## src/rtl/rand_range.sv

```systemverilog
// rand_range: reduces LFSR words to integers in [0, lim) by mask-and-reject,
// with a bounded retry count and a subtract fallback on the final try.
module rand_range #(
  parameter int LEN = 16,
  parameter int OUTW = 8,
  parameter int MAX_TRIES = 4
) (
  input  logic            clk,
  input  logic            rst,
  input  logic            en,
  input  logic [OUTW-1:0] lim,
  input  logic [LEN-1:0]  rnd,
  output logic            lfsr_en,
  output logic [OUTW-1:0] rnd_data,
  output logic            rnd_valid,
  input  logic            rnd_ready,
  output logic            rnd_forced
);
  localparam int TW = $clog2(MAX_TRIES) + 1;
  typedef enum logic [1:0] {IDLE, DRAW, HOLD} state_t;
  state_t state, state_n;
  logic [TW-1:0] tries;
  logic [OUTW-1:0] lim_q, lim_m1, mask, cand;
  logic accept, last, start, done;
  always_comb begin
    lim_m1 = lim_q - OUTW'(1);
    mask = lim_m1;
    for (int i = 1; i < OUTW; i++) mask = mask | (lim_m1 >> i);
    cand = rnd[LEN-1 -: OUTW] & mask;
    accept = (lim_q == '0) || (cand < lim_q);
    last = tries == TW'(MAX_TRIES - 1);
    lfsr_en = (state == DRAW) && en;
    rnd_valid = state == HOLD;
    start = ((state == IDLE) && en) || ((state == HOLD) && rnd_ready);
    done = lfsr_en && (accept || last);
    state_n = start ? DRAW : done ? HOLD : state;
  end
  always_ff @(posedge clk or posedge rst) begin
    if (rst) begin
      state <= IDLE;
      tries <= '0;
      lim_q <= '0;
      rnd_data <= '0;
      rnd_forced <= 1'b0;
    end else begin
      state <= state_n;
      if (start) begin
        lim_q <= lim;
        tries <= '0;
      end else if (lfsr_en && !accept) begin
        tries <= tries + TW'(1);
      end
      // mask < 2*lim_q, so a rejected candidate minus lim_q is always in range
      if (done) begin
        rnd_data <= accept ? cand : cand - lim_q;
        rnd_forced <= !accept;
      end
    end
  end
endmodule

```

## config.mk

```make
export PLATFORM = sky130hd
export DESIGN_NAME = rand_range
export DESIGN_NICKNAME = d
export VERILOG_FILES = /design/src/rtl/rand_range.sv
export SDC_FILE = /design/constraint.sdc
export NUM_CORES = 1
export LEC_CHECK = 0
export ABC_AREA = 1
export BUFFER_PORTS_ARGS = -buffer_cell sky130_fd_sc_hd__buf_2
export CELL_PAD_IN_SITES_DETAIL_PLACEMENT = 1
export CELL_PAD_IN_SITES_GLOBAL_PLACEMENT = 1
export CORE_UTILIZATION = 36
export CTS_BUF_LIST = sky130_fd_sc_hd__clkbuf_4 sky130_fd_sc_hd__clkbuf_8
export CTS_CLUSTER_SIZE = 40
export DETAILED_ROUTE_END_ITERATION = 10
export HOLD_SLACK_MARGIN = 0.06
export PLACE_DENSITY_LB_ADDON = 0.1
export SYNTH_ARGS = -nofsm -noshare
export SYNTH_HDL_FRONTEND = slang
export SYNTH_SLANG_ARGS = --single-unit
```

## constraint.sdc

```tcl
create_clock -name clk -period 2.8 [get_ports clk]
set_clock_uncertainty 0.1 [all_clocks]
set_input_delay 0.14 -clock clk [delete_from_list [all_inputs] [get_ports clk]]
set_output_delay 0.14 -clock clk [all_outputs]
set_load 0.01 [all_outputs]
```

# Word-level counts from Yosys, hierarchy flattened
# Cells that the tools add are included.
[classes] n_addsub=3 order_cmp=1 n_eq_ne=3 mux=5 bitwise=8 reduce_logical=13
[op_table] cell="8-bit bitwise AND" n=1
[op_table] cell="8-bit zero test" n=1
[op_table] cell="8-bit < comparator" n=1
[op_table] cell="8-bit two-way mux" n=1
[op_table] cell="8-bit by 1-bit bitwise OR with 8-bit output" n=1
[op_table] cell="8-bit by 2-bit bitwise OR with 8-bit output" n=1
[op_table] cell="8-bit by 3-bit bitwise OR with 8-bit output" n=1
[op_table] cell="8-bit by 4-bit bitwise OR with 8-bit output" n=1
[op_table] cell="8-bit by 5-bit bitwise OR with 8-bit output" n=1
[op_table] cell="8-bit by 6-bit bitwise OR with 8-bit output" n=1
[op_table] cell="8-bit by 7-bit bitwise OR with 8-bit output" n=1
[op_table] cell="8-bit by 1-bit subtractor with 8-bit output (second input constant)" n=1
[op_table] cell="8-bit subtractor" n=1
[op_table] cell="3-bit two-way mux" n=2
[op_table] cell="1-bit logical AND" n=5
[op_table] cell="2-bit two-way mux" n=2
[op_table] cell="2-bit nonzero test" n=2
[op_table] cell="3-bit by 1-bit adder with 3-bit output (second input constant)" n=1
[op_table] cell="3-bit by 2-bit == test with 1-bit output (second input constant)" n=1
[op_table] cell="1-bit logical OR" n=3
[op_table] cell="2-bit by 1-bit == test with 1-bit output (second input constant)" n=1
[op_table] cell="2-bit == test (second input constant)" n=1
[op_table] cell="2-bit zero test" n=1
[op_table] cell="1-bit zero test" n=1
[totals] register_bits=22 input_bits=28 out_inout_bits=11 elab_cells=38

# Longest topological paths before layout
# Gate-level depths: netlist of the first run.
[logic_depth] depth_word=15 depth_mapped=23 ltp_nobuf=23

# Least setup slack after synthesis of the first run
# No wires, ideal clock.
[synth_timing] kind="register to register" from="reg lim_q[1]" to="reg rnd_data[7]" setup_time_ns=0.117 t_arrival_ns=2.652 path_slack_ns=-0.069 stages_incl_launch_ff=21 n_path_buf=1 path_cell_list="dfrtp_1 -> inv_1 -> ha_1 -> nand2_1 -> o21ai_0 -> nand2_1 -> nor2_1 -> nand4_1 -> nand2_1 -> ha_1 -> inv_1 -> fa_1 -> nand3_1 -> nand2_1 -> nand2_1 -> nand3_2 -> nand2_2 -> buf_6 -> o21ai_2 -> nand3_1 -> nand2_1"
[synth_between] elab_chain_cells=13
[synth_lines] item="from (decl)" line="23" text="logic [OUTW-1:0] lim_q, lim_m1, mask, cand;"
[synth_lines] item="from (signal assigned)" line="48" text="lim_q <= lim;"
[synth_lines] item="8-bit by 1-bit subtractor with 8-bit output" line="26" text="lim_m1 = lim_q - OUTW'(1);"
[synth_lines] item="8-bit by 7-bit bitwise OR with 8-bit output" line="28" text="for (int i = 1; i < OUTW; i++) mask = mask | (lim_m1 >> i);"
[synth_lines] item="8-bit by 6-bit bitwise OR with 8-bit output" line="28"
[synth_lines] item="8-bit by 5-bit bitwise OR with 8-bit output" line="28"
[synth_lines] item="8-bit by 4-bit bitwise OR with 8-bit output" line="28"
[synth_lines] item="8-bit by 3-bit bitwise OR with 8-bit output" line="28"
[synth_lines] item="8-bit by 2-bit bitwise OR with 8-bit output" line="28"
[synth_lines] item="8-bit by 1-bit bitwise OR with 8-bit output" line="28"
[synth_lines] item="8-bit bitwise AND" line="29" text="cand = rnd[LEN-1 -: OUTW] & mask;"
[synth_lines] item="8-bit < comparator" line="30" text="accept = (lim_q == '0) || (cand < lim_q);"
[synth_lines] item="1-bit logical OR" line="30"
[synth_lines] item="1-bit logical OR" line="35" text="done = lfsr_en && (accept || last);"
[synth_lines] item="1-bit logical AND" line="35"
[synth_lines] item="to (signal assigned)" line="55" text="rnd_data <= accept ? cand : cand - lim_q;"
[synth_lines] item="to (decl)" line="14" text="output logic [OUTW-1:0] rnd_data,"
# Several ways; a longest one is shown, not always the timed one.
# A chain may end at the register's enable or synchronous reset.

# Worst setup path after layout of the first run
[layout_timing] from="reg lim_q[1]" to="reg rnd_data[3]"
# Same word-level chain as after synthesis.

==> flow_summary.toml, run 1 <==
[logic_synthesis]
synthArstFlopShare = 1.00
yosysMostFrequentCell = "nand2_1"
syn_area_per_cell_um2 = 7.14
yosysSeqAreaShare = 0.321
synth_top_area_share = 0.321
ys_seq_elements = 22
synthCells = 240
synth_edf_count = 0
yosysTopAreaCell = "dfrtp_1"
synth_fp_nets = 282
ys_types = 31
yosysWarningCount = 0
ys.flop_type = "dfrtp_1"
ys_top_cells_by_area = "dfrtp_1, nand2_1, ha_1"
synth_common_cells = "nand2_1, inv_1, nor2_1"
post_synth_instance_area_um2 = 1710

[grt]
antenna_found_initial = 0
grt_overflow = 0
grt_pass1_wl_um = 9800
grt_max_degree = 23
track_usage = 0.252
grt_pass1_vias = 2053

[critical_path]
crit_path_start_kind = "flop"
path_cells = "inv_2 > ha_4 > inv_2 > nand2_2 > nand2_4 > nor2_4 > nand3_2 > nor2_1 > nand4_1 > nand2_2 > ha_4 > inv_2 > fa_2 > nand3_2 > nand2_2 > nand2_2 > nand3_4 > nand2_4 > buf_12 > nand3_2 > nand2_2 > nand2_1 > nand2_1"
worstSetupEndpointType = "flop"
crit_type = "reg -> reg"
crit_arrival_ns = 3.07
critPathTopFamily = "simple AND/OR/NAND/NOR gates"
max_stage_delay_ns = 0.42
worstPathMaxFanout = 8
cp.required_ns = 2.92
cpMostUsedCell = "nand2_2"
cpMaxStageDelayCell = "dfrtp_1"
crit_buf_inv = 4

[sta]
rsz0062_at_grt = "yes"
finalHoldWorstSlack_ns = 0.104
finalCritPeriodShare = 1.05
worst_pin_slew_ns = 0.913
hold_viol = 0
relSlewSlack = 0.391
slew_violations = 0
layout_setup_ws_ns = -0.150
min_period_ns = 2.95
fmax_ghz = 0.339
setup_viol = 14

[floorplanning]
rows = 24
core_area_um2 = 4470
dieArea_um2 = 5040
dieWidth_um = 71.0
ios = 39
start_util = 0.383
die_y_um = 71.0

[power_and_ir_drop]
ir_drop_uv = 250
leakagePower_nw = 1.41
power_density_nw_per_um2 = 272
finalPower_uw = 744

[status]
violations = "design-rule violations, negative setup slack"
outcome = "complete, but fails checks"

[clock_tree]
cts_buffer_depth = 2
clk_latency_ns = 0.27
cts_tree = "built"
clockRootBuffer = "clkbuf_8"
numCtsBuffers = 3
cts_sinks = 22
cts_max_level = 1
cts.clk_slew.worst_paths_ns = 0.09

[finish]
drive_above_1_share = 0.470
nets = 373
final_cells = 382
syn2layout_area_growth_pct = 59.4
nFillCells = 555
n_antenna_cell = 0

[placement]
place_ws_ns = -0.133
hpwl_um = 3730
io_buffer_count = 30
globalplace.congestion = 0.795
placed_cells = 343

[routing]
via_per_inst = 5.15
wl_per_cell_um = 16.1
drt_pre_antenna_iters = 7
drt_iter0_markers = 88
routed_wl_um = 6160
drc_errors = 2
ant_nets = 0
via_count = 1968

[hold_path]
hold_path.class = "in -> reg"

[flow_run]
drv_cap = 0
path summary, 6_finish.rpt:
check                         endpoint  cells past startpoint        start  slack (ns)
min reg2reg                rnd_data[4]                      2  rnd_data[4]        0.38
max                        rnd_data[3]                     23     lim_q[1]       -0.15
max reg2reg                rnd_data[3]                     23     lim_q[1]       -0.15
min in group asynchronous     lim_q[6]                      3          rst        0.50
max in group asynchronous     lim_q[2]                      3          rst        1.48
min                        rnd_data[4]                      5      rnd[12]        0.10
cell type report:
cell class	instances	area [um^2]	share of cell area
inverters	28	118	0.0430
well taps	52	65.1	0.0238
clock inverters	1	30.0	0.0110
repair buffers	88	639	0.234
multi-input cells	188	1290	0.471
flip-flops and latches	22	552	0.202
clock buffers	3	41.3	0.0151
worst reg2reg max path, cell delays in order, from the launching register on:
cell and delay [ns]:
dfrtp_1 0.42, inv_2 0.10, ha_4 0.17, inv_2 0.04, nand2_2 0.06, nand2_4 0.07, nor2_4 0.12, nand3_2 0.06
nor2_1 0.10, nand4_1 0.12, nand2_2 0.12, ha_4 0.14, inv_2 0.05, fa_2 0.34, nand3_2 0.07, nand2_2 0.07
nand2_2 0.09, nand3_4 0.09, nand2_4 0.12, buf_12 0.16, nand3_2 0.10, nand2_2 0.08, nand2_1 0.06, nand2_1 0.05
power breakdown:
part           leakage, nW  internal [mW]  total, mW  switching [mW]
Combinational         1.12         0.0650      0.117          0.0524
Clock               0.0357          0.191      0.309           0.118
Sequential           0.255          0.317      0.317               0
stage by stage:
stage	cell area, um^2	setup TNS, ns	utilization
6_report	2730	-1.33	0.611
5_1_grt	2730	-3.48	0.611
4_1_cts	2590	-0.354	0.578
3_5_place_dp	2100	-1.35	0.469
3_3_place_gp	2100	-0.565	0.469
2_1_floorplan	1720	0	-
registers in the layout (all words and copies together) (netlist names):
register / count
lim_q: 8
rnd_data: 8
rnd_forced: 1
state: 2
tries: 3
per-layer routing:
layer  track usage  share of wire
met5             0              0
met4        0.0756          0.027
met3        0.0256          0.028
met2         0.465           0.52
met1         0.309           0.42
logic make-up after synthesis:
family                   Yosys count  synth area share
AO/OA/AOI/OAI                     25            0.0861
AND/OR/NAND/NOR                  144             0.388
XOR/XNOR                           4            0.0204
buffers and inverters             31            0.0774
flip-flops                        22             0.321
adder cells (fa/ha/maj)           14             0.107
cells in the final DEF (no fill, tap or decap), types with 9 or more instances in the layout:
| master | netlist | final |
|---|---|---|
| buf_2 | 0 | 30 |
| buf_4 | 0 | 43 |
| dfrtp_1 | 22 | 21 |
| dlygate4sd3_1 | 0 | 9 |
| ha_1 | 13 | 9 |
| inv_1 | 25 | 18 |
| nand2_1 | 75 | 57 |
| nand2_2 | 2 | 17 |
| nand3_1 | 21 | 16 |
| nand4_1 | 9 | 9 |
| nor2_1 | 23 | 12 |
timing repair:
item                                   CTS  global route
setup buffers                           24             3
endpoints found under the hold margin   30             0
setup endpoints to repair               14            14
hold buffers                             9             0
cloned                                   1             0
gates resized for setup                 40            34
pin swaps                                9            23
Note: power is estimated with default switching activity, not from simulation.
==> inputs of run 2 (changes only) <==
--- a/config.mk
+++ b/config.mk
@@ -9,8 +9,10 @@
 export BUFFER_PORTS_ARGS = -buffer_cell sky130_fd_sc_hd__buf_2
 export CELL_PAD_IN_SITES_DETAIL_PLACEMENT = 1
 export CELL_PAD_IN_SITES_GLOBAL_PLACEMENT = 1
+export CORE_MARGIN = 3
 export CORE_UTILIZATION = 36
 export CTS_BUF_LIST = sky130_fd_sc_hd__clkbuf_4 sky130_fd_sc_hd__clkbuf_8
+export CTS_CLUSTER_DIAMETER = 80
 export CTS_CLUSTER_SIZE = 40
 export DETAILED_ROUTE_END_ITERATION = 10
 export HOLD_SLACK_MARGIN = 0.06
==> run 2 against run 1 <==
The run ends with negative setup slack left. Routed wire length up 16%. Via count up 5.7%. Highest routed layer unchanged. Flip-flop and latch count unchanged. Clock-buffer cell count did not move. Clock power grew 3%. Register-to-register slack got worse by 0.13 ns. Critical path type unchanged. Setup slack worse by 0.13 ns. Cell count up 0.26%.
==> flow_summary.toml, run 2 (synthesized netlist as in run 1, its figures left out) <==
[flow_run]
drv_cap = 0

[floorplanning]
dieArea_um2 = 5630
start_util = 0.383
rows = 24
core_area_um2 = 4470
dieWidth_um = 75.0
ios = 39
die_y_um = 75.0

[sta]
worst_pin_slew_ns = 0.913
setup_tns_ns = -3.20
finalHoldWorstSlack_ns = 0.113
min_period_ns = 3.08
finalCritPeriodShare = 1.10
hold_viol = 0
slew_violations = 0
fmax_ghz = 0.325
layout_setup_ws_ns = -0.277
rsz0062_at_grt = "yes"
setup_viol = 14
relSlewSlack = 0.389

[finish]
final_cells = 383
nets = 374
drive_above_1_share = 0.477
n_antenna_cell = 0
syn2layout_area_growth_pct = 63.2
nFillCells = 551
final_common_cell = "nand2_1"
top_regs = "lim_q x8, rnd_data x8, tries x3"
final_cell_mix = "nand2_1, buf_4, buf_2"

[critical_path]
cpMaxStageDelayCell = "dfrtp_1"
worstPathMaxFanout = 7
critPathTopFamily = "simple AND/OR/NAND/NOR gates"
cp.required_ns = 2.87
path_cells = "inv_2 > buf_6 > ha_1 > inv_1 > nor2_1 > nand3_1 > nor2_1 > nand4_1 > nand2_1 > ha_2 > inv_2 > fa_2 > nand3_2 > nand2_2 > nand2_2 > nand3_4 > nand3b_4 > buf_6 > nand2_4 > nand2_1 > o21ai_1"
crit_path_start_kind = "flop"
crit_buf_inv = 5
max_stage_delay_ns = 0.43
worstSetupEndpointType = "flop"
crit_arrival_ns = 3.15
crit_type = "reg -> reg"

[routing]
drt_iter0_markers = 93
drc_errors = 0
via_count = 2080
via_per_inst = 5.43
ant_nets = 0
wl_per_cell_um = 18.6
drt_pre_antenna_iters = 4
routed_wl_um = 7120

[status]
outcome = "complete, but fails checks"
violations = "negative setup slack"

[power_and_ir_drop]
leakagePower_nw = 1.44
ir_drop_uv = 159
power_density_nw_per_um2 = 267
finalPower_uw = 748

[hold_path]
hold_path.class = "in -> reg"

[clock_tree]
clockRootBuffer = "clkbuf_8"
numCtsBuffers = 3
cts_sinks = 22
cts.clk_slew.worst_paths_ns = 0.09
cts_max_level = 1
cts_buffer_depth = 2
cts_tree = "built"
clk_latency_ns = 0.28

[placement]
io_buffer_count = 30
place_ws_ns = -0.159
placed_cells = 343
globalplace.congestion = 0.780
hpwl_um = 3850

[grt]
grt_pass1_vias = 1961
track_usage = 0.213
grt_overflow = 0
grt_pass1_wl_um = 9050
antenna_found_initial = 0
grt_max_degree = 23
## run 2: cell types whose count changed in the layout (fill, tap and decap cells not counted), sizes merged
cell / before / now
buf: 79 / 80
clkinv: 1 / 0
inv: 27 / 28
## run 2: layout make-up
class	instances	area (um^2)	area share
clock inverter	1	30.0	0.0107
inverter	28	120	0.0429
sequential	22	552	0.197
multi-input combinational	188	1330	0.475
timing repair buffer	89	662	0.237
tap	52	65.1	0.0233
clock buffer	3	41.3	0.0148
## run 2: worst paths after layout
kind | from | endpoint | slack, ns | depth (start not counted)
setup / recovery | lim_q[1] | rnd_forced | -0.28 | 21
hold reg to reg | rnd_data[2] | rnd_data[2] | 0.39 | 2
max in group asynchronous | rst | lim_q[2] | 1.51 | 3
min in group asynchronous | rst | lim_q[6] | 0.48 | 3
hold / removal | rnd[12] | rnd_data[4] | 0.11 | 5
setup reg to reg | lim_q[1] | rnd_forced | -0.28 | 21
## run 2: timing repair
action / 4_1_cts / 5_1_grt
gates cloned: 1 / 0
endpoints found under the hold margin: 30 / 0
setup buffers: 15 / 12
setup endpoints to repair: 14 / 14
hold buffers: 9 / 0
resized for setup: 38 / 44
pin swaps: 12 / 23
## run 2: routing by layer
layer / part of all wire / routed length, um / track usage
met5: 0 / 0 / 0
met4: 0.023 / 163 / 0.0593
met3: 0.025 / 177 / 0.0227
met2: 0.52 / 3720 / 0.376
met1: 0.43 / 3060 / 0.273
## run 2: worst reg2reg max path: stages (launching register included)
cell      delay (ns)
dfrtp_1         0.43
inv_2           0.10
buf_6           0.12
ha_1            0.16
inv_1           0.05
nor2_1          0.10
nand3_1         0.08
nor2_1          0.14
nand4_1         0.11
nand2_1         0.11
ha_2            0.18
inv_2           0.04
fa_2            0.35
nand3_2         0.07
nand2_2         0.08
nand2_2         0.10
nand3_4         0.11
nand3b_4        0.14
buf_6           0.13
nand2_4         0.08
nand2_1         0.11
o21ai_1         0.07
## run 2: metrics by stage
| step | utilization | instance area, um^2 |
|---|---|---|
| after floorplan | - | 1720 |
| after global placement | 0.469 | 2100 |
| after detailed placement | 0.469 | 2100 |
| after CTS | 0.563 | 2520 |
| after global routing | 0.625 | 2800 |
| final | 0.625 | 2800 |
## run 2: report_power, final
part | internal [mW] | switching (mW) | total, mW
combinational | 0.0590 | 0.0538 | 0.113
sequential | 0.317 | 0 | 0.317
clock | 0.192 | 0.126 | 0.318
